File: config.mk
export PLATFORM = sky130hd
export DESIGN_NAME = wb_result_fifo
export DESIGN_NICKNAME = d
export VERILOG_FILES = /design/src/rtl/ppc_types.sv /design/src/rtl/wb_result_fifo.sv
export SDC_FILE = /design/constraint.sdc
export NUM_CORES = 1
export LEC_CHECK = 0
export CAP_MARGIN = 30
export CORE_ASPECT_RATIO = 0.7
export CORE_MARGIN = 5
export CORE_UTILIZATION = 54
export DETAILED_ROUTE_END_ITERATION = 8
export GPL_TIMING_DRIVEN = 0
export PLACE_DENSITY = 0.79
export SLEW_MARGIN = 40
export SYNTH_ARGS = -nofsm -noshare
export SYNTH_HDL_FRONTEND = slang
export SYNTH_SLANG_ARGS = --single-unit
File: constraint.sdc
create_clock -name clk -period 3.6 [get_ports clk]
set_clock_uncertainty 0.05 [all_clocks]
set_input_delay 0.36 -clock clk [delete_from_list [all_inputs] [get_ports clk]]
set_output_delay 0.36 -clock clk [all_outputs]
set_load 0.005 [all_outputs]
File: src/rtl/ppc_types.sv
// Shared PowerPC datapath types: condition/exception side-effects and the
// write-back result record buffered in front of each arbiter GPR lane.
package ppc_types;

  localparam int WB_RS_ID_WIDTH = 5;
  localparam int GPR_ADDR_WIDTH = 5;
  localparam int GPR_WIDTH      = 32;

  // CR0 field (LT/GT/EQ/SO) and XER bits (SO/OV/CA), each with its own update flag.
  typedef struct packed {
    logic [3:0] cr0;
    logic       cr0_valid;
    logic [2:0] xer;
    logic       xer_valid;
  } cond_exception_t;

  typedef struct packed {
    logic [WB_RS_ID_WIDTH-1:0] rs_id;
    logic [GPR_ADDR_WIDTH-1:0] reg_addr;
    logic [GPR_WIDTH-1:0]      result;
    cond_exception_t           cr0_xer;
  } wb_result_t;

endpackage

File: src/rtl/wb_result_fifo.sv
// In-order result buffer between one execution unit and one write-back
// arbiter GPR lane; registered-only ready, no fall-through.
module wb_result_fifo
  import ppc_types::*;
#(
  parameter int RS_ID_WIDTH = 5,
  parameter int DEPTH       = 4
) (
  input  logic                         clk,
  input  logic                         rst,
  input  logic                         flush,
  input  logic                         in_valid,
  output logic                         in_ready,
  input  logic [RS_ID_WIDTH-1:0]       in_rs_id,
  input  logic [4:0]                   in_reg_addr,
  input  logic [31:0]                  in_result,
  input  cond_exception_t              in_cr0_xer,
  output logic                         out_valid,
  input  logic                         out_ready,
  output logic [RS_ID_WIDTH-1:0]       out_rs_id,
  output logic [4:0]                   out_reg_addr,
  output logic [31:0]                  out_result,
  output cond_exception_t              out_cr0_xer,
  output logic [$clog2(DEPTH+1)-1:0]   count
);

  localparam int PTR_W = $clog2(DEPTH);
  localparam int CNT_W = $clog2(DEPTH + 1);
  localparam logic [PTR_W-1:0] LAST_PTR = PTR_W'(DEPTH - 1);
  localparam logic [CNT_W-1:0] FULL_CNT = CNT_W'(DEPTH);

  wb_result_t       mem [DEPTH];
  wb_result_t       in_entry;
  wb_result_t       head;
  logic [PTR_W-1:0] rd_ptr;
  logic [PTR_W-1:0] wr_ptr;
  logic [CNT_W-1:0] occ;
  logic             push;
  logic             pop;

  // Explicit compare keeps wrap correct for non-power-of-two depths.
  function automatic logic [PTR_W-1:0] ptr_inc(input logic [PTR_W-1:0] p);
    return (p == LAST_PTR) ? '0 : p + 1'b1;
  endfunction

  assign in_ready  = (occ != FULL_CNT);
  assign out_valid = (occ != '0);
  assign push      = in_valid & in_ready;
  assign pop       = out_valid & out_ready;
  assign count     = occ;

  always_comb begin
    in_entry          = '0;
    in_entry.rs_id    = WB_RS_ID_WIDTH'(in_rs_id);
    in_entry.reg_addr = in_reg_addr;
    in_entry.result   = in_result;
    in_entry.cr0_xer  = in_cr0_xer;
  end

  // NOTE: sequential state uses non-blocking assignments so every register
  // samples the pre-edge values; the storage array is deliberately not reset,
  // since empty entries are masked by the output mux and never observed.
  always_ff @(posedge clk) begin
    if (rst || flush) begin
      rd_ptr <= '0;
      wr_ptr <= '0;
      occ    <= '0;
    end else begin
      if (push) begin
        mem[wr_ptr] <= in_entry;
        wr_ptr      <= ptr_inc(wr_ptr);
      end
      if (pop) begin
        rd_ptr <= ptr_inc(rd_ptr);
      end
      if (push && !pop) begin
        occ <= occ + 1'b1;
      end else if (pop && !push) begin
        occ <= occ - 1'b1;
      end
    end
  end

  // NOTE: every output gets a default first so the mux can never infer a latch.
  always_comb begin
    head = '0;
    if (out_valid) begin
      head = mem[rd_ptr];
    end
  end

  assign out_rs_id    = RS_ID_WIDTH'(head.rs_id);
  assign out_reg_addr = head.reg_addr;
  assign out_result   = head.result;
  assign out_cr0_xer  = head.cr0_xer;

endmodule
=== Yosys cells after proc, flatten, opt, wreduce, memory -nomap -nowiden ===
Memories as Yosys holds them, arrays and structs flattened. A register that Yosys moved wholly into a read port is not among the register bits.
Index checks and enable logic that the tools add are counted.

* Memories kept: 1
* Input port bits: 56
* RAM bits: 204
* Bits in registers: 7

* Mux-type cells: 10
* Equality and inequality tests: 3
* Reductions and logical operators: 7
* Bitwise logic cells: 2
* $add $sub $neg: 4

{| class="wikitable"
|+ Memories
! memory !! depth !! width !! read ports !! clocked after Yosys merged registers in !! wr ports !! line !! RTL
|-
| mem || 4 || 51 || 1 || 1 || 1 || wb_result_fifo.sv:32 || <nowiki>wb_result_t mem [DEPTH];</nowiki>
|}

{| class="wikitable"
|+ Operators with widths
! operator !! count
|-
| $mux 51 || 1
|-
| $mux 2 || 4
|-
| $mux 3 || 2
|-
| $add 2x1->2 const B || 2
|-
| $eq 2x2->1 const B || 2
|-
| $add 3x1->3 const B || 1
|-
| $mux 1 || 3
|-
| $ne 3x3->1 const B || 1
|-
| $reduce_bool 3->1 || 1
|-
| $sub 3x1->3 const B || 1
|-
| $and 1x1->1 || 2
|-
| $logic_and 1x1->1 || 2
|-
| $logic_not 1->1 || 2
|-
| $reduce_bool 2->1 || 1
|-
| $logic_or 1x1->1 || 1
|}

=== Logic depth before layout (Yosys ltp) ===
Gate-level depths: netlist of run 1.

* Depth after elaboration: 6
* Gate-level depth with buffers: 9

=== Least setup slack after synthesis of run 1 ===
OpenSTA, ideal clock, no wires.

* Kind: register to register
* Start point: register occ[0], in the netlist count[0]
* End point: memory mem[0][0] in the netlist's numbering (enable)
* Arrival: 2129 ps
* Buffers on the path: 1
* Stages on the path, launching flop included: 5
* Slack: 1007 ps
* Cell sequence: dfxtp_1 > or3b_4 > and2_1 > buf_6 > and3_1

* Word-level cells in the longest chain between the ends: 5

{| class="wikitable"
|+ Ends and longest elaborated chain
! element !! line !! RTL
|-
| start, declared || wb_result_fifo.sv:37 || <nowiki>logic [CNT_W-1:0] occ;</nowiki>
|-
| start signal, assigned || wb_result_fifo.sv:77 || <nowiki>occ <= occ + 1'b1;</nowiki>
|-
| start signal, assigned || wb_result_fifo.sv:79 || <nowiki>occ <= occ - 1'b1;</nowiki>
|-
| $ne 3x3->1 || wb_result_fifo.sv:46 || <nowiki>assign in_ready = (occ != FULL_CNT);</nowiki>
|-
| net in_ready || wb_result_fifo.sv:13 || <nowiki>output logic in_ready,</nowiki>
|-
| $and 1x1->1 || wb_result_fifo.sv:48 || <nowiki>assign push = in_valid & in_ready;</nowiki>
|-
| net push || wb_result_fifo.sv:38 || <nowiki>logic push;</nowiki>
|-
| $mux 1 || wb_result_fifo.sv:69 || <nowiki>if (push) begin</nowiki>
|-
| $mux 1 || wb_result_fifo.sv:64 || <nowiki>if (rst || flush) begin</nowiki>
|-
| $mux 1 (implied by the code) || wb_result_fifo.sv:70 || <nowiki>mem[wr_ptr] <= in_entry;</nowiki>
|-
| end, declared || wb_result_fifo.sv:32 ||
|}

The timed path passes the listed nets, and every way through them passes these cells.

=== Worst setup path in the final report of run 1 ===
* Start point: register occ[1], in the netlist count[1]
* End point: output port out_result[25]

* Word-level cells in the longest chain between the ends: 2

{| class="wikitable"
|+ Ends and longest elaborated chain
! element !! line !! RTL
|-
| $reduce_bool 3->1 || wb_result_fifo.sv:47 || <nowiki>assign out_valid = (occ != '0);</nowiki>
|-
| $mux 51 || wb_result_fifo.sv:87 || <nowiki>if (out_valid) begin</nowiki>
|-
| end, declared || wb_result_fifo.sv:22 || <nowiki>output logic [31:0] out_result,</nowiki>
|}

Every way passes these cells.

==> results of run 1 <==
routing by layer:
metal | up-vias | track usage | part of all wire
met5 | - | 0 | 0
met4 | 0 | 0.04069 | 0.015
met3 | 20 | 0.04472 | 0.081
met2 | 145 | 0.2886 | 0.49
met1 | 2025 | 0.2468 | 0.41
li1 | 1784 | - | -
power by group through the flow:
stage               logic, mW  clock network (mW)  registers, mW
floorplan               0.228                   0           2.82
global placement        0.550                   0           2.82
detailed placement      0.566                   0           2.82
CTS                     0.571                2.01           2.76
global route            0.608                2.13           2.76
finish                  0.560                1.98           2.76
through the flow:
| stage | setup TNS (ps) | power, mW | setup WS, ps | util | std cells |
|---|---|---|---|---|---|
| 3_5_place_dp | 0 | 3.383 | 1060 | 0.6531 | 684 |
| 3_3_place_gp | -38850 | 3.366 | -226.0 | 0.6459 | 680 |
| 2_1_floorplan | 0 | 3.043 | 1007 | - | 374 |
| 6_report | 0 | 5.300 | 597.7 | 0.6943 | 719 |
| 4_1_cts | 0 | 5.346 | 525.7 | 0.6943 | 719 |
| 5_1_grt | 0 | 5.505 | 428.3 | 0.6943 | 719 |
area by class of cell:
class | count | area, µm² | share of cell area
Clock buffer | 30 | 559.3 | 0.05455
Inverter | 4 | 15.01 | 0.001464
Tap cell | 195 | 244.0 | 0.02379
Buffer | 19 | 100.1 | 0.009762
Clock inverter | 5 | 50.05 | 0.004881
Timing Repair Buffer | 115 | 1191 | 0.1162
Sequential cell | 213 | 6306 | 0.6150
Multi-Input combinational cell | 138 | 1788 | 0.1744
worst paths after layout:
| check | slack [ps] | start | depth (start not counted) | end |
|---|---|---|---|---|
| min | 460 | in_result[0] | 1 | mem[1][9] |
| max reg2reg | 1150 | count[1] | 7 | count[2] |
| max | 600 | count[1] | 4 | out_result[25] |
| min reg2reg | 500 | rd_ptr[0] | 2 | flop |
flip-flops by register name, summed over array words and instances (netlist names), named ones only:
register / cells
wr_ptr: 2
mem: 204
rd_ptr: 2
count: 3
critical path, delay by kind of cell, from the launching register on:
| kind | cells | cell delay, ps |
|---|---|---|
| AND/OR/NAND/NOR | 2 | 810 |
| buffers and inverters | 2 | 910 |
| flip-flops | 1 | 380 |
logic make-up (layout without fill, tap and decap cells):
family | Yosys count | after routing
buffers and inverters | 23 | 173
and+or+nand+nor | 70 | 70
muxes | 52 | 52
AOI/OAI and AO/OA | 7 | 7
xor gates and xnor gates | 2 | 2
DFF | 213 | 213
adders and majority gates | 7 | 7
layout by cell type, fill, tap and decap left out, types with 2 or more instances in the layout:
master and n:
edfxtp_1 204, clkdlybuf4s50_1 111, mux4_2 51, nor2b_1 40, clkbuf_16 21, clkbuf_1 20
and2b_1 11, dfxtp_1 9, ha_1 6, buf_4 5, inv_1 4, nor2_1 4
and3_4 4, buf_12 4, buf_2 2, xor2_1 2, or3_1 2, nand2_1 2
a21oi_1 2, nand4_1 2, o31ai_2 2, o21ai_0 2, clkinv_1 2
==> flow_summary.yaml, run 1 <==
drt:
  route.vias.total: 3974
  route.final.wire_length_um: 15450
  route.detailed.wl_per_inst_um: 21.48
  drc_errors: 0
  dr.pass1.iters: 5
  dr.first_iter.drc_count: 265
  antenna_left: 0
  via_per_inst: 5.527
synth:
  netlist.top_cell.by_area: "edfxtp_1"
  synth_top_family_by_area: "multiplexers"
  post_synth_most_frequent_cells: "edfxtp_1, mux4_2, nor2b_1"
  synthesized_area_divided_by_synthesized_cell_count_um2: 21.88
  yosysWarnings: 0
  synth_top_area_share: 0.7485
  yosys.area_share.simple: 0.05366
  synth_top_cells_by_area: "edfxtp_1, mux4_2, nor2b_1"
  synth-main-ff-cell: "edfxtp_1"
  compound_gate_portion_of_the_synthesized_area: 0.006421
  synth_adder_area_share: 0.01162
  synth-seq-area-share: 0.7705
  netlist_instances: 374
  synth_seq_cells: 213
  syn-cell-area_um2: 8184
  synth.most_common_cell: "edfxtp_1"
  netlist-cell-type-count: 28
  synth_nets: 437
  synthMuxAreaShare: 0.1416
  synth_edf_count: 204
  asyncSetResetFlopFracSynth: 0
  synth_area_in_xor_xnor: 0.002140
layout:
  layout-drive-gt1-share: 0.1832
  finalNetCount: 574
  final_design_area_no_fill_um2: 10250
  syn2layout_area_growth_pct: 25.29
  antenna_cells_inserted: 0
  fillCellCount: 940
power_and_ir_drop:
  cell_internal_pwr_mw: 4.217
  p_sw_mw: 1.084
  power.combinational.fraction: 0.106
  share_clk_of_total_power: 0.373
  power.share.sequential: 0.521
  power.density_nw_per_um2: 516.9
  irDropWorstVdd_v: 0.0003354
  power_switching_share: 0.2045
  power.leakage_nw: 3.251
outcome:
  outcome: "completed"
clocking:
  cts_htree_levels: 1
  clock-root-buffer: "clkbuf_16"
  tritoncts_clock_tree: "yes"
  cts.repair.resized: 0
  hold_buffers: 0
  post_cts.repair.setup_buffers: 0
  clock_latency_ps: 480
  cts_buffers: 20
  cts_sinks: 213
  path_clk_slew_ps: 60
  clock_tree.buffer_depth: 3
timing:
  unrepaired_setup_endpoints_after_global_routing: "false"
  period_minus_slack_ps: 3002
  final_max_slew_viol_count: 0
  worst_pin_slew_ps: 672.3
  hold_violations: 0
  worst_hold_margin_ps: 458.1
  timing.fmax_ghz: 0.3331
  report.final.setup_viol: 0
  final.period_utilization: 0.8340
  timing.max_slew.rel_slack: 0.5518
global_route:
  first_pass_grt_wire_length_um: 23990
  track_usage: 0.1772
  grt_antenna_before_repair: 0
  pin_count_of_the_biggest_net_entering_global_routing: 30
  first_global_vias: 4276
  grt.overflow.total: 0
setup_path:
  setup_crit_path_kind: "reg2out"
  worst_ep_arrival_time_ps: 2590
  slowest_delay_ps: 550
  path_cells: "nor3_2 > clkbuf_1 > and2b_1 > clkdlybuf4s50_1"
  cpMaxStageDelayCell: "nor3_2"
  cp.required_ps: 3190
  crit_path_max_fanout: 10
  end_kind: "output pin"
  worstSetupStartpointType: "flop"
min_path:
  worstHoldPathType: "in2reg"
floorplan:
  io_pins: 112
  die-height_um: 113
  floorplan.die_area_um2: 17760
  chipWidth_um: 157.1
  placement_rows: 37
  floorplan.initialDensity: 0.5542
  core-area_um2: 14770
place:
  place.detailed.hpwl_um: 9872
  detailed_place.area_um2: 9644
  numPortBuffers: 111
  gpl.final_weighted_congestion: 0.6926
run:
  max_cap_violations: 0
Note: power is estimated with default switching activity, not from simulation.
==> run 2, diff against run 1 <==
--- a/config.mk
+++ b/config.mk
@@ -8,10 +8,10 @@
 export CAP_MARGIN = 30
 export CORE_ASPECT_RATIO = 0.7
 export CORE_MARGIN = 5
-export CORE_UTILIZATION = 54
+export CORE_UTILIZATION = 49
 export DETAILED_ROUTE_END_ITERATION = 8
 export GPL_TIMING_DRIVEN = 0
-export PLACE_DENSITY = 0.79
+export PLACE_DENSITY = 0.75
 export SLEW_MARGIN = 40
 export SYNTH_ARGS = -nofsm -noshare
 export SYNTH_HDL_FRONTEND = slang
==> constraint.sdc (replaced) <==
create_clock -name clk -period 2.4 [get_ports clk]
set_clock_uncertainty 0.05 [all_clocks]
set_input_delay 0.24 -clock clk [delete_from_list [all_inputs] [get_ports clk]]
set_output_delay 0.24 -clock clk [all_outputs]
set_load 0.005 [all_outputs]
==> run 2 against run 1 <==
  * Clock power rose by 66%
  * First-iteration DRC count increased by 4.2%
  * Clock-buffer cell count is 3 lower
  * Non-clock buffer count up 7
  * Final area up 3.0%
  * Setup slack worse by 530 ps
  * Sequential cell count unchanged
  * Power rose by 57%
  * Highest routed layer unchanged
  * Critical endpoint is now out_result[26]
  * Register-to-register slack lost 1000 ps
  * Die area is 9.4% higher
  * Global-route usage shrank 1.1 points
  * Critical path type unchanged
  * Via count up 2.0%
==> flow_summary.yaml, run 2 (same netlist as run 1, synthesis figures left out) <==
layout:
  finalNetCount: 581
  number_of_flip_flops_under_the_largest_register_name: 204
  footprint_of_the_multi_input_gates_um2: 1838
  layout-drive-gt1-share: 0.2811
  regArea_um2: 6316
  final_core_utilization: 0.6459
  fillCellCount: 1100
  syn2layout_area_growth_pct: 29.02
  post_layout_nonfiller_instances: 755
  antenna_cells_inserted: 0
  layout.cells.most_common_list: "edfxtp_1, clkdlybuf4s50_1, mux4_2"
  layout.cells.most_common: "edfxtp_1"
  largest_register_by_flop_count: "mem"
clocking:
  path_clk_slew_ps: 70
  clock_latency_ps: 480
  cts_sinks: 213
  cts_buffers: 20
  clock_tree.buffer_depth: 3
  tritoncts_clock_tree: "yes"
  cts_htree_levels: 1
  clock-root-buffer: "clkbuf_16"
drt:
  post_route_met1_wirelength_um: 7073
  top_layer_used: "met4"
  met2_length_um: 7768
  drc_errors: 0
  antenna_left: 0
  detailroute.wirelength.met3_um: 869
  via_per_inst: 5.371
  route.detailed.wl_per_inst_um: 21.18
  dr.pass1.iters: 4
  route.vias.total: 4055
  dr.first_iter.drc_count: 276
  route.final.wire_length_um: 15990
setup_path:
  slowest_delay_ps: 480
  path_cells: "buf_12 > buf_12 > mux4_2 > nor2b_1 > clkdlybuf4s15_1"
  cpMaxStageDelayCell: "mux4_2"
  worstSetupStartpointType: "flop"
  cp.required_ps: 2110
  setup_crit_path_kind: "reg2out"
  critical-path-top-delay-family: "buffers and inverters"
  worst_ep_arrival_time_ps: 2040
  cpMostUsedCell: "buf_12"
  crit_path_max_fanout: 7
  end_kind: "output pin"
  critical_path.reg2reg.startpoint: "count[2]"
  crit_path_buffers_inverters: 3
global_route:
  pin_count_of_the_biggest_net_entering_global_routing: 52
  grt_antenna_before_repair: 0
  first_global_vias: 4449
  grt.overflow.total: 0
  first_pass_grt_wire_length_um: 24670
  track_usage: 0.1665
power_and_ir_drop:
  power.density_nw_per_um2: 786.6
  irDropWorstVdd_v: 0.0004683
  power.leakage_nw: 3.489
floorplan:
  die-height_um: 118.1
  floorplan.die_area_um2: 19430
  core-area_um2: 16350
  floorplan.initialDensity: 0.5007
  placement_rows: 39
  chipWidth_um: 164.5
  io_pins: 112
outcome:
  outcome: "completed"
min_path:
  hold_start: "in_result[10]"
  worstHoldPathType: "in2reg"
timing:
  final_max_slew_viol_count: 0
  timing.max_slew.rel_slack: 0.4579
  worst_pin_slew_ps: 813.2
  hold_violations: 0
  unrepaired_setup_endpoints_after_global_routing: "true"
  final.period_utilization: 0.9710
  worst_hold_margin_ps: 339.5
  report.final.setup_viol: 0
  period_minus_slack_ps: 2331
  timing.fmax_ghz: 0.4291
place:
  numPortBuffers: 111
  place.detailed.hpwl_um: 9313
  gpl.final_weighted_congestion: 0.7006
  numPlacedInstances: 710
run:
  max_cap_violations: 0
[run 2: through the flow]
stage / TNS [ps] / setup WS, ps / area [µm²] / power, mW
2_1_floorplan: 0 / 250.3 / 8189 / 4.563
3_3_place_gp: -73070 / -320.0 / 9582 / 5.058
3_5_place_dp: -405.9 / -52.43 / 9602 / 5.084
4_1_cts: -532.6 / -69.67 / 10590 / 8.378
5_1_grt: -28.65 / -16.31 / 10560 / 8.617
6_report: 0 / 69.49 / 10560 / 8.305
[run 2: timing repair]
action / CTS / global route
cloned: 5 / 1
resized for setup: 155 / 46
hold buffers: 0 / 0
pin swaps: 1 / 0
setup endpoints to repair: 53 / 49
buffers inserted: 9 / 0
[run 2: final timing paths]
path,slack (ps),to,depth (start not counted)
hold reg to reg,470,rd_ptr[1],2
setup reg to reg,140,count[2],9
setup / recovery,70,out_result[26],5
hold / removal,340,mem[0][19],1
[run 2: final cells by class]
cell class	instances	area share
tap	225	0.02666
timing repair buffer	122	0.1142
clock inverter	7	0.01292
buffer	19	0.02062
inverter	4	0.001422
multi-input combinational	138	0.1741
clock buffer	27	0.05190
sequential	213	0.5982
[run 2: metal layers]
metal,track usage,vias to the layer above
met5,0,-
met4,0.03169,0
met3,0.03745,24
met2,0.2729,116
met1,0.2344,2110
li1,-,1805
[run 2: report_power, final]
| part | switching (mW) | internal, mW | total (mW) |
|---|---|---|---|
| clock network | 1.25 | 2.03 | 3.28 |
| logic | 0.395 | 0.477 | 0.872 |
| registers | 0.0277 | 4.13 | 4.15 |
